<file path="config.mk">
export PLATFORM = sky130hd
export DESIGN_NAME = sync_fifo_ctrl
export DESIGN_NICKNAME = d
export VERILOG_FILES = /design/src/rtl/sync_fifo_ctrl.sv
export SDC_FILE = /design/constraint.sdc
export NUM_CORES = 1
export LEC_CHECK = 0
export ABC_AREA = 1
export CORE_AREA = 2 2 147 149
export CTS_BUF_LIST = sky130_fd_sc_hd__clkbuf_8
export CTS_CLUSTER_SIZE = 14
export DETAILED_ROUTE_END_ITERATION = 8
export DIE_AREA = 0 0 149 151
export HOLD_SLACK_MARGIN = 0.1
export PLACE_DENSITY = 0.55
export SYNTH_ARGS = -nofsm -noshare
export SYNTH_HDL_FRONTEND = slang
export SYNTH_SLANG_ARGS = --single-unit
</file>
<file path="constraint.sdc">
create_clock -name CLK -period 2.2 [get_ports CLK]
set_input_delay 0.33 -clock CLK [delete_from_list [all_inputs] [get_ports CLK]]
set_output_delay 0.33 -clock CLK [all_outputs]
set_load 0.01 [all_outputs]
</file>
<file path="src/rtl/sync_fifo_ctrl.sv">
// sync_fifo_ctrl: single-clock FIFO with storage, pointer/flag control,
// level count, almost-full/almost-empty thresholds, sticky error flags and
// a selectable registered or first-word-fall-through read port.
module sync_fifo_ctrl #(
    parameter int WIDTH     = 8,
    parameter int DEPTH     = 16,
    parameter int AW        = $clog2(DEPTH),
    parameter int FWFT      = 0,
    parameter int AFULL_TH  = DEPTH - 2,
    parameter int AEMPTY_TH = 2
) (
    input  logic             CLK,
    input  logic             RST,
    input  logic             W_EN,
    input  logic [WIDTH-1:0] W_DI,
    input  logic             R_EN,
    output logic [WIDTH-1:0] R_DO,
    output logic             R_VALID,
    output logic             FULL,
    output logic             EMPTY,
    output logic             AFULL,
    output logic             AEMPTY,
    output logic [AW:0]      COUNT,
    output logic             OVERFLOW,
    output logic             UNDERFLOW,
    input  logic             CLR_ERR
);

    localparam logic [AW:0] PTR_ONE  = (AW+1)'(1);
    localparam logic [AW:0] AFULL_C  = (AW+1)'(AFULL_TH);
    localparam logic [AW:0] AEMPTY_C = (AW+1)'(AEMPTY_TH);

    logic [WIDTH-1:0] mem [DEPTH];
    logic [AW:0]      wptr;
    logic [AW:0]      rptr;
    logic [AW:0]      count;
    logic             full;
    logic             empty;
    logic             wr_acc;
    logic             rd_acc;

    // Flags come only from the registered pointers, so no input reaches them.
    assign empty  = (wptr == rptr);
    assign full   = (wptr[AW-1:0] == rptr[AW-1:0]) && (wptr[AW] != rptr[AW]);
    assign count  = wptr - rptr;

    // Accepts are judged against the state at the start of the cycle; a
    // rejected side never touches memory or pointers.
    assign wr_acc = W_EN && !full;
    assign rd_acc = R_EN && !empty;

    assign FULL   = full;
    assign EMPTY  = empty;
    assign COUNT  = count;
    assign AFULL  = (count >= AFULL_C);
    assign AEMPTY = (count <= AEMPTY_C);

    // Pointer update; the MSB acts as the wrap bit and wraps naturally.
    always_ff @(posedge CLK) begin
        if (RST) begin
            wptr <= '0;
            rptr <= '0;
        end else begin
            if (wr_acc) wptr <= wptr + PTR_ONE;
            if (rd_acc) rptr <= rptr + PTR_ONE;
        end
    end

    // Storage array; contents survive reset, writes during reset are dropped.
    always_ff @(posedge CLK) begin
        if (wr_acc && !RST) mem[wptr[AW-1:0]] <= W_DI;
    end

    // Sticky error flags; a new error in the clearing cycle wins over CLR_ERR.
    always_ff @(posedge CLK) begin
        if (RST) begin
            OVERFLOW  <= 1'b0;
            UNDERFLOW <= 1'b0;
        end else begin
            if (W_EN && full)  OVERFLOW <= 1'b1;
            else if (CLR_ERR)  OVERFLOW <= 1'b0;
            if (R_EN && empty) UNDERFLOW <= 1'b1;
            else if (CLR_ERR)  UNDERFLOW <= 1'b0;
        end
    end

    generate
        if (FWFT == 0) begin : g_reg_read
            logic [WIDTH-1:0] r_do_q;
            logic             r_valid_q;

            // Registered read: data appears the cycle after the accepted read,
            // valid pulses for one cycle, data holds otherwise.
            always_ff @(posedge CLK) begin
                if (RST) begin
                    r_do_q    <= '0;
                    r_valid_q <= 1'b0;
                end else begin
                    r_valid_q <= rd_acc;
                    if (rd_acc) r_do_q <= mem[rptr[AW-1:0]];
                end
            end

            assign R_DO    = r_do_q;
            assign R_VALID = r_valid_q;
        end else begin : g_fwft_read
            // Head word is shown directly; R_EN acknowledges and advances it.
            assign R_DO    = mem[rptr[AW-1:0]];
            assign R_VALID = !empty;
        end
    endgenerate

endmodule

</file>
After elaboration in Yosys (flattened, before gate mapping):

Memories as Yosys holds them, arrays and structs flattened. A register that Yosys moved wholly into a read port is not among the register bits.
Cells that the tools add are included.

* bits in registers: 13
* bits in latches: 0
* RAM bits: 128
* bits in read-only memories: 0
* input bits: 13
* output and inout bits: 20
* logic and storage cells: 30
* memories kept: 1

Memories
* mem: words 16, width 8, read ports 1, clocked after memory_dff 1, write ports 1, RTL line 33 `logic [WIDTH-1:0] mem [DEPTH];`

* add/sub/neg operators: 3
* multipliers: 0
* divide/modulo/power cells: 0
* order comparisons: 2
* equal/unequal tests: 3
* shift operators: 0
* muxes and demuxes: 5
* bitwise logic cells: 0
* reduce and logical (&&, ||, !) cells: 11

Operators by type and width (number)
* adder 5 x 1 -> 5 bit, second input constant: 2
* logical AND 1 bit: 6
* == test 5 bit: 1
* greater-or-equal comparator 5 x 4 -> 1 bit, second input constant: 1
* less-or-equal comparator 5 x 2 -> 1 bit, second input constant: 1
* two-way mux 1 bit: 5
* subtractor 5 bit: 1
* == test 4 bit: 1
* nonzero test 2 bit: 2
* zero test 1 bit: 3
* != test 1 bit: 1

Longest topological paths before layout:

Gate-level depths: netlist of run 1.

* depth after elaboration: 7
* mapped depth: 13
* depth with buffers taken out: 10

Least setup slack after synthesis of run 1:

Ideal clock, no wire load.

* path kind: reg2reg
* start point: reg rptr[1]
* end point: mem mem[7][0], enable pin
* library setup time: 0.370 ns
* arrival time: 1.926 ns
* data required time: 1.830 ns
* slack: -0.096 ns
* cell stages (with the launch flop): 12
* path buffers: 2
* clock period less this slack: 2.296 ns
* cells stage by stage: dfxtp_1 > buf_2 > inv_2 > buf_2 > ha_1 > nand2_1 > nor2_4 > nand2_1 > nand2_2 > inv_1 > nand3_1 > nor2_1

* longest elaborated chain between the ends: 7

Ends and longest elaborated chain
* from (decl): RTL line 35 `logic [AW:0] rptr;`
* from (signal assigned): RTL line 65 `if (rd_acc) rptr <= rptr + PTR_ONE;`
* == test 4 bit: RTL line 44 `assign full = (wptr[AW-1:0] == rptr[AW-1:0]) && (wptr[AW] != rptr[AW]);`
* logical AND 1 bit: RTL line 44
* zero test 1 bit: RTL line 49 `assign wr_acc = W_EN && !full;`
* logical AND 1 bit: RTL line 49
* logical AND 1 bit: RTL line 71 `if (wr_acc && !RST) mem[wptr[AW-1:0]] <= W_DI;`
* two-way mux 1 bit: RTL line 71
* two-way mux 1 bit (not written as such): RTL line 71
* to (decl): RTL line 33

No other way between the ends.

Worst setup path after layout of run 1:

* start point: reg wptr[0]
* end point: out AEMPTY

* longest elaborated chain between the ends: 2

Ends and longest elaborated chain
* from (decl): RTL line 34 `logic [AW:0] wptr;`
* from (signal assigned): RTL line 64 `if (wr_acc) wptr <= wptr + PTR_ONE;`
* subtractor 5 bit: RTL line 45 `assign count = wptr - rptr;`
* less-or-equal comparator 5 x 2 -> 1 bit: RTL line 56 `assign AEMPTY = (count <= AEMPTY_C);`
* to (decl): RTL line 22 `output logic AEMPTY,`

No other way between the ends.

==> results.md, run 1 <==
* Most used DFF post-synth: edfxtp_1
* Setup TNS Final at -85.9 ps
* Synth Net Count at 677
* Power Density at 802 mW/mm²
* Worst vdd ir at 342 µV
* Port Buffer Count at 32
* DRT Wirelength at 15.3 mm
* Min cycle time layout at 2270 ps
* Worst clock skew at between 10 and 15 ps
* Nets at 749
* Hold-fix buffers at CTS at 0
* CP Launch Type: flop
* H-tree Lvls at 4
* YS warnings at 0
* Final Core Density at 0.379
* Cell Rows at 53
* Top area cells in the synthesized netlist: edfxtp_1 (59%), nand2_1 (11%), nand3_1 (7.4%), dfxtp_1 (6.4%), inv_1 (5.4%)
* Worst setup margin at -66.0 ps
* GR Util All Layers at 0.142
* Post-synth cell types at 26
* CTS tree: done
* N_diodes at 0
* Clock Latency Late Sink at 450 ps
* CTS Buffer Depth at 2
* Crit path cell chain: inv_2, ha_4, inv_2, fa_2, nand3_2, nand2_1, nand2_2, nand2_2, nor3b_2, buf_2
* Sequential area share after synthesis at 0.650
* Max_cap viols at 0
* Slew @ Worst Pin at 736 ps
* CP max stage delay at 370 ps
* Worst Path Arrival at roughly 1900 ps
* HP Class: reg -> reg
* Total power at 6.34 mW
* IO Pins at 33
* DR pass1 iterations at 5
* Vias per cell at 4.39
* Yosys top cell by area: edfxtp_1
* Yosys reg bits at 149
* Initial DRC count at 278
* CTS root buf: clkbuf_8
* Minimum hold slack at ~480 ps
* Final Cycle Share at 1.03
* Final Max Tran Viols at 0
* # clock sinks at 149
* WP data required at 1870 ps
* EDFF count, synth at 128
* Initial antenna violation count at 0
* Endpoint class of the critical path: output pin
* Antenna-violating nets left at 0
* Crit Path Category: reg -> out
* GR Overflow Total at 0
* GPL Wtd Cong at slightly below 0.8
* CTS Buf Count at 17
* Reg clk slew, reported paths at 80 ps
* Share of layout cells above drive strength 1 at 0.164
* Synth top cells by count: nand2_1 (185), edfxtp_1 (128), nand3_1 (97)
* Mapped Area at around 0.0066 mm²
* First-pass GRT wire length at 23.6 mm
* Worst path bufs/invs at 3
* Mapped Cells at about 650
* Vias in the first global route at 4223
* Post-synth top area share at 0.586
* Largest net degree at the start of global routing at 68
* Wire per inst at 15.1 µm
* Ys async rst share at 0
* Vias after detailed routing at 4448
* CP delay by family, top: adder cells
* HPWL after detailed placement at 9.67 mm
* Die area at 0.0225 mm²
* Leak at ~3.2 nW
* Pre-CTS WS at -156 ps
* Crit-path max FO at 2
* FMAX at 441 MHz
* Final Setup Violations at 3
* RSZ-0062 raised after global routing: yes
* Slowest-stage cell, CP: fa_2
* Post-route DRC at 0
* Hold Vio Cnt, Final at 0
* Count leader, synth: nand2_1
* Core area at roughly 0.021 mm²
* Failing checks: negative setup slack
* Die X at between 100 and 150 µm
* Filler cells at 2090
* Slew HR at 0.508
* Area delta synth->final at 20.5%
* Post-Syn Area per Cell at 10.0 µm²
* Status: finished with violations
* Initial Utilization at 0.315
* Die Y at 151 µm
power by group:
| group | internal (mW) | leakage (nW) | switching [mW] |
|---|---|---|---|
| combinational | 0.445 | 1.72 | 0.757 |
| sequential | 3.12 | 1.33 | 0.0371 |
| clock | 0.989 | 0.184 | 0.984 |
final timing paths:
| path | end | depth (start not counted) | slack (ps) | from |
|---|---|---|---|---|
| hold / removal | UNDERFLOW | 2 | 480 | UNDERFLOW |
| hold reg to reg | UNDERFLOW | 2 | 480 | UNDERFLOW |
| setup reg to reg | mem[1][0] | 11 | 130 | rptr[2] |
| setup / recovery | AEMPTY | 10 | -70 | wptr[0] |
what timing repair did:
item / in CTS / in global routing
endpoints found under the setup margin: 8 / 15
gates resized for setup: 38 / 14
cloned: 0 / 0
pin swaps: 6 / 9
buffers inserted: 1 / 4
layout by cell type, fill, tap and decap left out, types with 7 or more instances in the layout:
cell type        count
clkdlybuf4s50_1     24
a21oi_1             27
nand2_2              7
o21ai_0             12
ha_1                 7
nor2_1              22
nand3_1             95
dfxtp_1             19
nand2_1            182
inv_1               95
buf_4               44
edfxtp_1           128
clkbuf_8            17
per-stage QoR:
| stage | cell area (µm²) | instances |
|---|---|---|
| finish | 7900 | 1014 |
| global route | 7900 | 1014 |
| CTS | 7870 | 1011 |
| detailed placement | 7440 | 978 |
| global placement | 7440 | 978 |
| floorplan | 6570 | 654 |
routing by layer:
metal  GRT usage  share of wire  vias to the layer above
li1            -              -                     2274
met1       0.191           0.47                     2083
met2       0.227           0.48                       69
met3      0.0259          0.029                       22
met4      0.0576          0.024                        0
met5           0              0                        -
area by class of cell:
class / instances / area, µm² / share of cell area
clock buffers: 17 / 234 / 0.0296
clock inverters: 15 / 141 / 0.0179
inverters: 101 / 382 / 0.0483
multi-input cells: 377 / 1850 / 0.234
flip-flops and latches: 149 / 4270 / 0.540
well taps: 275 / 344 / 0.0435
repair buffers: 80 / 686 / 0.0868
sequential cells by signal, indices dropped and copies added (netlist names):
signal and cells:
wptr 5, OVERFLOW 1, R_VALID 1, UNDERFLOW 1, rptr 5, R_DO 8
mem 128
worst min-delay path, stage by stage, from the launching register on:
cell	delay (ps)
dfxtp_1	320
nand2_1	60
a21oi_1	60
logic make-up after synthesis:
| kind of cell | after synthesis | share of synthesized area |
|---|---|---|
| adder cells (fa/ha/maj) | 10 | 0.0202 |
| XOR/XNOR | 7 | 0.00935 |
| AO/OA/AOI/OAI | 43 | 0.0334 |
| flip-flops | 149 | 0.650 |
| buffers and inverters | 128 | 0.0813 |
| AND/OR/NAND/NOR | 317 | 0.206 |
(Power assumes the default switching activity.)
==> inputs of run 2 (changes only) <==
PLACE_DENSITY = 0.53   (was 0.55)
==> run 2 against run 1 <==
Net effect:
- the run still ends with negative setup slack left
- global-route usage increased by 1.1 points
- clock power grew 29%
- power grew 9.9%
- combinational power increased by 6%
- core utilization rose by 0.90 points
- final cell count up 0.30%
- largest cell class unchanged
- largest power group unchanged
- highest routed layer unchanged
==> results.md, run 2 (synthesized netlist as in run 1, its figures left out) <==
* DR pass1 iterations at 4
* Status: finished with violations
* Cell Rows at 53
* Final Cycle Share at 1.05
* GR Overflow Total at 0
* Reg2Reg Setup Slack at about 140 ps
* Max_cap viols at 0
* Min cycle time layout at 2300 ps
* Die Y at approximately 150 µm
* GR Util All Layers at 0.153
* N_diodes at 0
* Slew HR at 0.543
* Final Setup Violations at 3
* H-tree Lvls at 4
* Slowest-stage cell, CP: fa_2
* Crit Path Category: reg -> out
* Worst setup margin at -104 ps
* # clock sinks at approximately 150
* WP data required at roughly 1900 ps
* Core area at about 0.021 mm²
* Placed insts at ~980
* Multi-input logic area at 0.00188 mm²
* Die area at approximately 0.022 mm²
* Share of layout cells above drive strength 1 at 0.170
* CTS root buf: clkbuf_8
* DRT Wirelength at 16.2 mm
* Initial DRC count at 398
* IO Pins at 33
* Failing checks: negative setup slack
* Vias per cell at 4.42
* HP Class: reg -> reg
* Hold-fix buffers at CTS at 0
* CTS tree: done
* Pre-CTS WS at -168 ps
* Nets at 752
* Endpoint class of the critical path: output pin
* Leak at between 3 and 4 nW
* Die X at 149 µm
* Leading cell type in the layout, fill and taps excluded: nand2_1
* First-pass GRT wire length at 25.0 mm
* Initial antenna violation count at 0
* Initial Utilization at 0.315
* RSZ-0062 raised after global routing: yes
* Non-Filler Instances at 1017
* CTS Buf Count at 17
* Wire per inst at 15.9 µm
* Most frequent cells in the layout: nand2_1 (182), edfxtp_1 (128), nand3_1 (94), inv_1 (92), buf_4 (45)
* Vias after detailed routing at 4493
* Port Buffer Count at 32
* Post-route DRC at 0
* FMAX at 434 MHz
* Vias in the first global route at between 4000 and 5000
* Crit-path max FO at 2
* GPL Wtd Cong at ~0.74
* CP delay by family, top: adder cells
* Cells on worst reg2reg path at 11
* CP Launch Point: wptr[0]
* Final Max Tran Viols at 0
* Hold Vio Cnt, Final at 0
* Setup TNS Final at -246 ps
* Max reg flops at 128
* CTS Buffer Depth at 2
* CP Launch Type: flop
* Worst r2r src: rptr[2]
* Antenna-violating nets left at 0
* Worst path depth at 10
* Final Core Density at 0.388
* RR Endpoint: mem[2][5]
* CP max stage delay at 380 ps
* Worst path bufs/invs at 3
* Minimum hold slack at 469 ps
* Worst clock skew at around 11 ps
* Largest net degree at the start of global routing at 68
* Slew @ Worst Pin at ~700 ps
* End of the critical path: AEMPTY
* Placed instance area at 0.00747 mm²
* Worst vdd ir at ~350 µV
* Total power at 6.96 mW
* Power Density at 861 mW/mm²
* Finished Cell Area at ~0.0081 mm²
* Filler cells at about 2100
* Crit path cell chain: inv_2, ha_4, inv_2, fa_2, nand3_4, nand2_2, nand2_2, nand2_4, nor3b_2, buf_2
* Reg clk slew, reported paths at 80 ps
* Clock Latency Late Sink at 460 ps
* Register area at 0.00427 mm²
* Worst Path Arrival at between 1500 and 2000 ps
* HPWL after detailed placement at 9.87 mm
* Area delta synth->final at 23.3%
==> run 2: cell types whose count changed in the layout (fill, tap and decap cells not counted), sizes merged <==
cell,delta
bufinv,+4
buf,+3
inv,-3
clkinvlp,-2
clkbuf,-1
clkdlybuf4s15,+1
dlygate4sd2,+1
==> run 2: layout make-up <==
cell class / instances / area share
clock buffer: 18 / 0.0306
clock inverter: 14 / 0.0286
inverter: 101 / 0.0472
timing repair buffer: 83 / 0.0914
tap: 275 / 0.0425
multi-input combinational: 377 / 0.232
sequential: 149 / 0.528
==> run 2: worst min-delay path by stage <==
stage,start,end,cells past startpoint
CTS,W_EN,OVERFLOW,3
finish,OVERFLOW,OVERFLOW,2
global placement,OVERFLOW,OVERFLOW,2
floorplan,W_DI[0],mem[0][0],0
detailed placement,OVERFLOW,OVERFLOW,2
global route,W_EN,OVERFLOW,3
==> run 2: worst register-to-register path: stages (launching register included) <==
cell,delay (ps)
dfxtp_2,340
inv_2,50
ha_4,240
buf_4,140
nand2_2,60
nor2_4,40
nand2_1,90
nand2_2,90
nor2_2,120
nand2_1,180
nor2_1,200
buf_4,210
==> run 2: per-layer routing <==
layer  up-vias  global-route usage  wire length, µm
met1      2107               0.206             7460
met5         -                   0                0
li1       2285                   -                -
met3        26              0.0289              584
met2        75               0.243             7800
met4         0              0.0629              358
==> run 2: power breakdown <==
part | switching (mW) | total [mW] | internal (mW)
Clock | 1.05 | 2.54 | 1.49
Sequential | 0.0378 | 3.16 | 3.12
Combinational | 0.782 | 1.27 | 0.484
Total | 1.87 | 6.96 | 5.09
==> run 2: what timing repair did <==
item	4_1_cts	5_1_grt
gates resized for setup	39	16
setup endpoints to repair	8	31
buffers inserted	4	0
pin swaps	6	10
